===== config.mk =====
export PLATFORM = sky130hd
export DESIGN_NAME = ras_restore_ctrl
export DESIGN_NICKNAME = d
export VERILOG_FILES = /design/src/rtl/ras_restore_ctrl_pkg.sv /design/src/rtl/ras_restore_ctrl.sv
export SDC_FILE = /design/constraint.sdc
export NUM_CORES = 1
export LEC_CHECK = 0
export BUFFER_PORTS_ARGS = -buffer_cell sky130_fd_sc_hd__buf_2
export CORE_MARGIN = 10
export CORE_UTILIZATION = 40
export DETAILED_ROUTE_END_ITERATION = 7
export PLACE_DENSITY_LB_ADDON = 0.1
export SYNTH_ARGS = -nofsm -noshare
export SYNTH_HDL_FRONTEND = slang
export SYNTH_SLANG_ARGS = --single-unit

===== constraint.sdc =====
create_clock -name clk -period 2.4 [get_ports clk]
set_input_delay 0.48 -clock clk [delete_from_list [all_inputs] [get_ports clk]]
set_output_delay 0.48 -clock clk [all_outputs]
set_load 0.005 [all_outputs]

===== src/rtl/ras_restore_ctrl_pkg.sv =====
// Shared return-address-stack types: pointer/flag bundle used by the RAS
// and by the restore sequencer for its snapshot and load bundle.
package ras_restore_ctrl_pkg;

   localparam int BP_RAS_SIZE      = 16;
   localparam int BP_RAS_ADDR_BITS = $clog2(BP_RAS_SIZE);
   localparam int BP_OVF_BITS      = BP_RAS_SIZE;

   typedef logic [BP_RAS_ADDR_BITS-1:0] ras_addr_t;

   typedef struct packed {
      ras_addr_t              top;
      logic                   empty;
      logic                   overflow;
      logic [BP_OVF_BITS-1:0] ovf_cnt;
   } ras_state_t;

   typedef enum logic [1:0] {
      ST_IDLE,
      ST_SNAP,
      ST_COPY,
      ST_LOAD
   } restore_state_t;

endpackage


===== src/rtl/ras_restore_ctrl.sv =====
// Rebuilds the speculative RAS from the committed backup after a flush:
// snapshot backup pointers, copy entries 0..top, then strobe a state load.
module ras_restore_ctrl
   import ras_restore_ctrl_pkg::*;
#(
   parameter int RAS_SIZE      = BP_RAS_SIZE,
   parameter int RAS_ADDR_BITS = $clog2(RAS_SIZE),
   parameter int OVF_BITS      = RAS_SIZE
) (
   input  logic                     clk,
   input  logic                     resetn,
   input  logic                     flush,
   input  logic                     exe_push_i,
   input  logic                     exe_pop_i,
   output logic                     exe_push_o,
   output logic                     exe_pop_o,
   input  logic [RAS_ADDR_BITS-1:0] bk_top_i,
   input  logic                     bk_empty_i,
   input  logic                     bk_overflow_i,
   input  logic [OVF_BITS-1:0]      bk_ovf_cnt_i,
   output logic [RAS_ADDR_BITS-1:0] bk_rd_addr,
   input  logic [31:0]              bk_rd_data,
   output logic                     spec_wr_en,
   output logic [RAS_ADDR_BITS-1:0] spec_wr_addr,
   output logic [31:0]              spec_wr_data,
   output logic                     spec_load,
   output logic [RAS_ADDR_BITS-1:0] spec_top_o,
   output logic                     spec_empty_o,
   output logic                     spec_overflow_o,
   output logic [OVF_BITS-1:0]      spec_ovf_cnt_o,
   output logic                     busy,
   output logic                     bk_hold,
   output logic                     done
);

   restore_state_t state;
   ras_addr_t      idx;
   ras_state_t     snap;
   ras_state_t     load_q;
   ras_state_t     bk_state;
   logic           wr_en_q;
   logic           load_strobe_q;
   logic           hold_q;

   assign bk_state = '{top: bk_top_i, empty: bk_empty_i,
                       overflow: bk_overflow_i, ovf_cnt: bk_ovf_cnt_i};

   always_ff @(posedge clk) begin
      if (!resetn) begin
         state         <= ST_IDLE;
         idx           <= '0;
         snap          <= '0;
         load_q        <= '0;
         wr_en_q       <= 1'b0;
         load_strobe_q <= 1'b0;
         hold_q        <= 1'b0;
      end else begin
         // NOTE: strobes default low every cycle so each set below is a single-cycle pulse.
         wr_en_q       <= 1'b0;
         load_strobe_q <= 1'b0;
         load_q        <= '0;
         if (flush) begin
            state  <= ST_SNAP;
            idx    <= '0;
            hold_q <= 1'b1;
         end else begin
            unique case (state)
               ST_IDLE: ;
               ST_SNAP: begin
                  snap <= bk_state;
                  idx  <= '0;
                  if (bk_empty_i) begin
                     state         <= ST_LOAD;
                     load_strobe_q <= 1'b1;
                     load_q        <= bk_state;
                  end else begin
                     state   <= ST_COPY;
                     wr_en_q <= 1'b1;
                  end
               end
               ST_COPY: begin
                  // idx returns to 0 on exit so the address outputs idle at zero
                  if (idx == snap.top) begin
                     state         <= ST_LOAD;
                     idx           <= '0;
                     load_strobe_q <= 1'b1;
                     load_q        <= snap;
                  end else begin
                     idx     <= idx + 1'b1;
                     wr_en_q <= 1'b1;
                  end
               end
               ST_LOAD: begin
                  state  <= ST_IDLE;
                  hold_q <= 1'b0;
               end
               default: state <= ST_IDLE;
            endcase
         end
      end
   end

   assign bk_rd_addr      = idx;
   assign spec_wr_en      = wr_en_q;
   assign spec_wr_addr    = idx;
   assign spec_wr_data    = wr_en_q ? bk_rd_data : 32'd0;
   assign spec_load       = load_strobe_q;
   assign done            = load_strobe_q;
   assign spec_top_o      = load_q.top;
   assign spec_empty_o    = load_q.empty;
   assign spec_overflow_o = load_q.overflow;
   assign spec_ovf_cnt_o  = load_q.ovf_cnt;
   assign bk_hold         = hold_q;
   assign busy            = flush | hold_q;
   assign exe_push_o      = exe_push_i & ~busy;
   assign exe_pop_o       = exe_pop_i & ~busy;

endmodule


==> impl_metrics.json <==
{
  "slew_headroom_pct": 38.1,
  "post-dp-hpwl_um": 5160,
  "synthTopCellsByCount": "dfxtp_1 (53), nand2_1 (49), and2_1 (32)",
  "cts-htree-levels": 2,
  "syn_to_final_growth_pct": 34.6,
  "vias": 2116,
  "die_area_mm2": 0.00900,
  "n_antenna_cell": 0,
  "synth.area.top_cells": "dfxtp_1 (47%), and2_1 (8.9%), nand2_1 (8.2%)",
  "grt_overflow": 0,
  "grt_usage_pct": 14.1,
  "rows": 27,
  "arrival_ns": 1.43,
  "drv_slew": 0,
  "synth-seq-area-share_pct": 47.3,
  "cts_buffer_depth": 2,
  "clkSlewWorstSetupHoldPaths_ns": 0.09,
  "max_freq_mhz": 523,
  "crit_path_end_kind": "output port",
  "netlist_instances": 254,
  "worstPathRequired_ns": 1.92,
  "grt_start_max_net_pins": 34,
  "cellPowerDensity_mw_per_mm2": 575,
  "cts_root_buffer": "clkbuf_8",
  "globalplace.congestion": 0.805,
  "die_x_um": 94.9,
  "coreArea_mm2": 0.00547,
  "syn_avg_cell_area_um2": 8.82,
  "routed_wl_um": 6690,
  "postRouteAntennaNets": 0,
  "synth.distinct_cells": 28,
  "crit_type": "register to output port",
  "post_cts_resize_count": 0,
  "antenna_found_initial": 0,
  "period_share_pct": 79.7,
  "route.detailed.drc": 0,
  "grt_first_pass_wirelength_um": 10300,
  "synthFlopType": "dfxtp_1",
  "hp-class": "input pin to register",
  "ctsHoldBuffers": 0,
  "grt_pass1_vias": 2023,
  "fin_ws_ns": 0.487,
  "synth-edff-count": 0,
  "wire_per_inst_um": 15.0,
  "cts.sinks": 53,
  "peakVddDrop_mv": 0.368,
  "dieHeight_um": 94.9,
  "rsz0062_at_grt": "false",
  "final.setup_skew_ns": 0.00619,
  "syn_nets": 319,
  "fin_setup_tns_ns": 0,
  "setup_viol": 0,
  "vias_per_cell": 4.74,
  "worstPathMaxFanout": 33,
  "max_slew.worst_pin.slew_ns": 0.924,
  "synth_top_area_cell": "dfxtp_1",
  "initial_core_util_pct": 40.9,
  "period_minus_slack_ns": 1.91,
  "ys_seq_elements": 53,
  "syn_area_mm2": 0.00224,
  "drive_gt1_share_pct": 39.0,
  "post-cts-setup-buffer-count": 0,
  "ys_warn_count": 0,
  "yosys.area.top_type_share_pct": 47.3,
  "final-hold-violation-count": 0,
  "nets": 438,
  "dr.pass1.iters": 4,
  "leakagePower_nw": 1.54,
  "synthArstFlopShare_pct": 0,
  "io_pins": 128,
  "portBuffers": 127,
  "worst_setup_path_start_kind": "register",
  "drv_cap": 0,
  "status": "finished clean",
  "place_ws_ns": 0.569,
  "cts_tree": "built",
  "drtIter0Drc": 107,
  "cts_buffers": 5,
  "insertion_delay_ns": 0.30,
  "synth_most_common_cell": "dfxtp_1"
}
-- final timing paths --
check | start | endpoint | slack (ns) | depth (start not counted)
worst max-delay path | spec_wr_en | spec_wr_data[17] | 0.49 | 2
worst min-delay path | bk_ovf_cnt_i[10] | spec_ovf_cnt_o[10] | 0.40 | 2
worst max register to register | state[0] | bk_rd_addr[3] | 0.55 | 5
worst min register to register | snap[2] | snap[2] | 0.46 | 2
-- placed cells by master, fill, tap and decap left out --
| cell type | instances |
|---|---|
| o41ai_4 | 1 |
| a21o_2 | 1 |
| a21o_1 | 1 |
| or2_2 | 1 |
| nor4_1 | 1 |
| a22o_2 | 1 |
| and2_1 | 32 |
| clkbuf_1 | 1 |
| and4_1 | 1 |
| clkinv_4 | 1 |
| nor2_1 | 6 |
| nor2b_2 | 1 |
| o32ai_1 | 1 |
| ha_1 | 6 |
| a22o_1 | 20 |
| a311oi_1 | 2 |
| nor3_1 | 1 |
| xor2_1 | 4 |
| buf_4 | 4 |
| buf_2 | 127 |
| nor2_2 | 1 |
| inv_1 | 9 |
| nand3_1 | 2 |
| bufinv_16 | 1 |
| or3b_2 | 2 |
| nor2b_1 | 2 |
| a211oi_1 | 1 |
| nand2_1 | 49 |
| o31a_1 | 1 |
| nand2b_1 | 5 |
| nor3b_1 | 1 |
| a21oi_1 | 29 |
| clkbuf_8 | 5 |
| dfxtp_1 | 53 |
-- through the flow --
stage,std cells,hold WS [ns],total power [mW],area (µm²),utilization (%)
final,446,0.399,1.73,3020,55.1
after global routing,446,0.387,1.82,3020,55.1
after CTS,446,0.393,1.76,3020,55.1
after detailed placement,438,0.439,1.16,2900,53.1
after global placement,438,0.442,1.16,2900,53.1
after floorplan,254,0.426,1.06,2240,-
-- sequential cells by signal (all words and copies together) (netlist names) --
signal and count:
bk_hold 1, bk_rd_addr 4, done 1, snap 22
spec_empty_o 1, spec_overflow_o 1, spec_ovf_cnt_o 16, spec_top_o 4
spec_wr_en 1, state 2
-- cell type report --
cell class | instances | area, µm²
flip-flops and latches | 53 | 1060
inverters | 9 | 33.8
well taps | 72 | 90.1
repair buffers | 131 | 666
clock inverters | 2 | 38.8
multi-input cells | 173 | 1050
fillers | 519 | 2460
clock buffers | 6 | 72.6
-- where the power goes --
| group | internal (mW) | leakage (nW) | switching (mW) |
|---|---|---|---|
| Sequential | 0.910 | 0.430 | 0.0227 |
| Clock | 0.313 | 0.0554 | 0.281 |
| Combinational | 0.0954 | 1.06 | 0.112 |
| Total | 1.32 | 1.54 | 0.415 |
-- critical path: stages, from the launching register on --
cell	delay, ns
dfxtp_1	0.76
and2_1	0.25
buf_2	0.13
-- per-layer routing --
metal | vias up | part of all wire, % | GRT usage (%)
met1 | 950 | 43 | 16.7
li1 | 1076 | - | -
met5 | - | 0 | 0
met2 | 85 | 46 | 24.4
met4 | 0 | 0.57 | 2.99
met3 | 5 | 10 | 4.60
-- kinds of logic (layout without fill, tap and decap cells) --
family	after synthesis	count (layout)	share of synthesized area [%]
simple gates	105	105	23.3
compound gates	58	58	18.6
flops	53	53	47.3
buf+inv	28	148	5.86
fa+ha+maj	6	6	3.35
xor+xnor	4	4	1.56
Note: power is estimated with default switching activity, not from simulation.
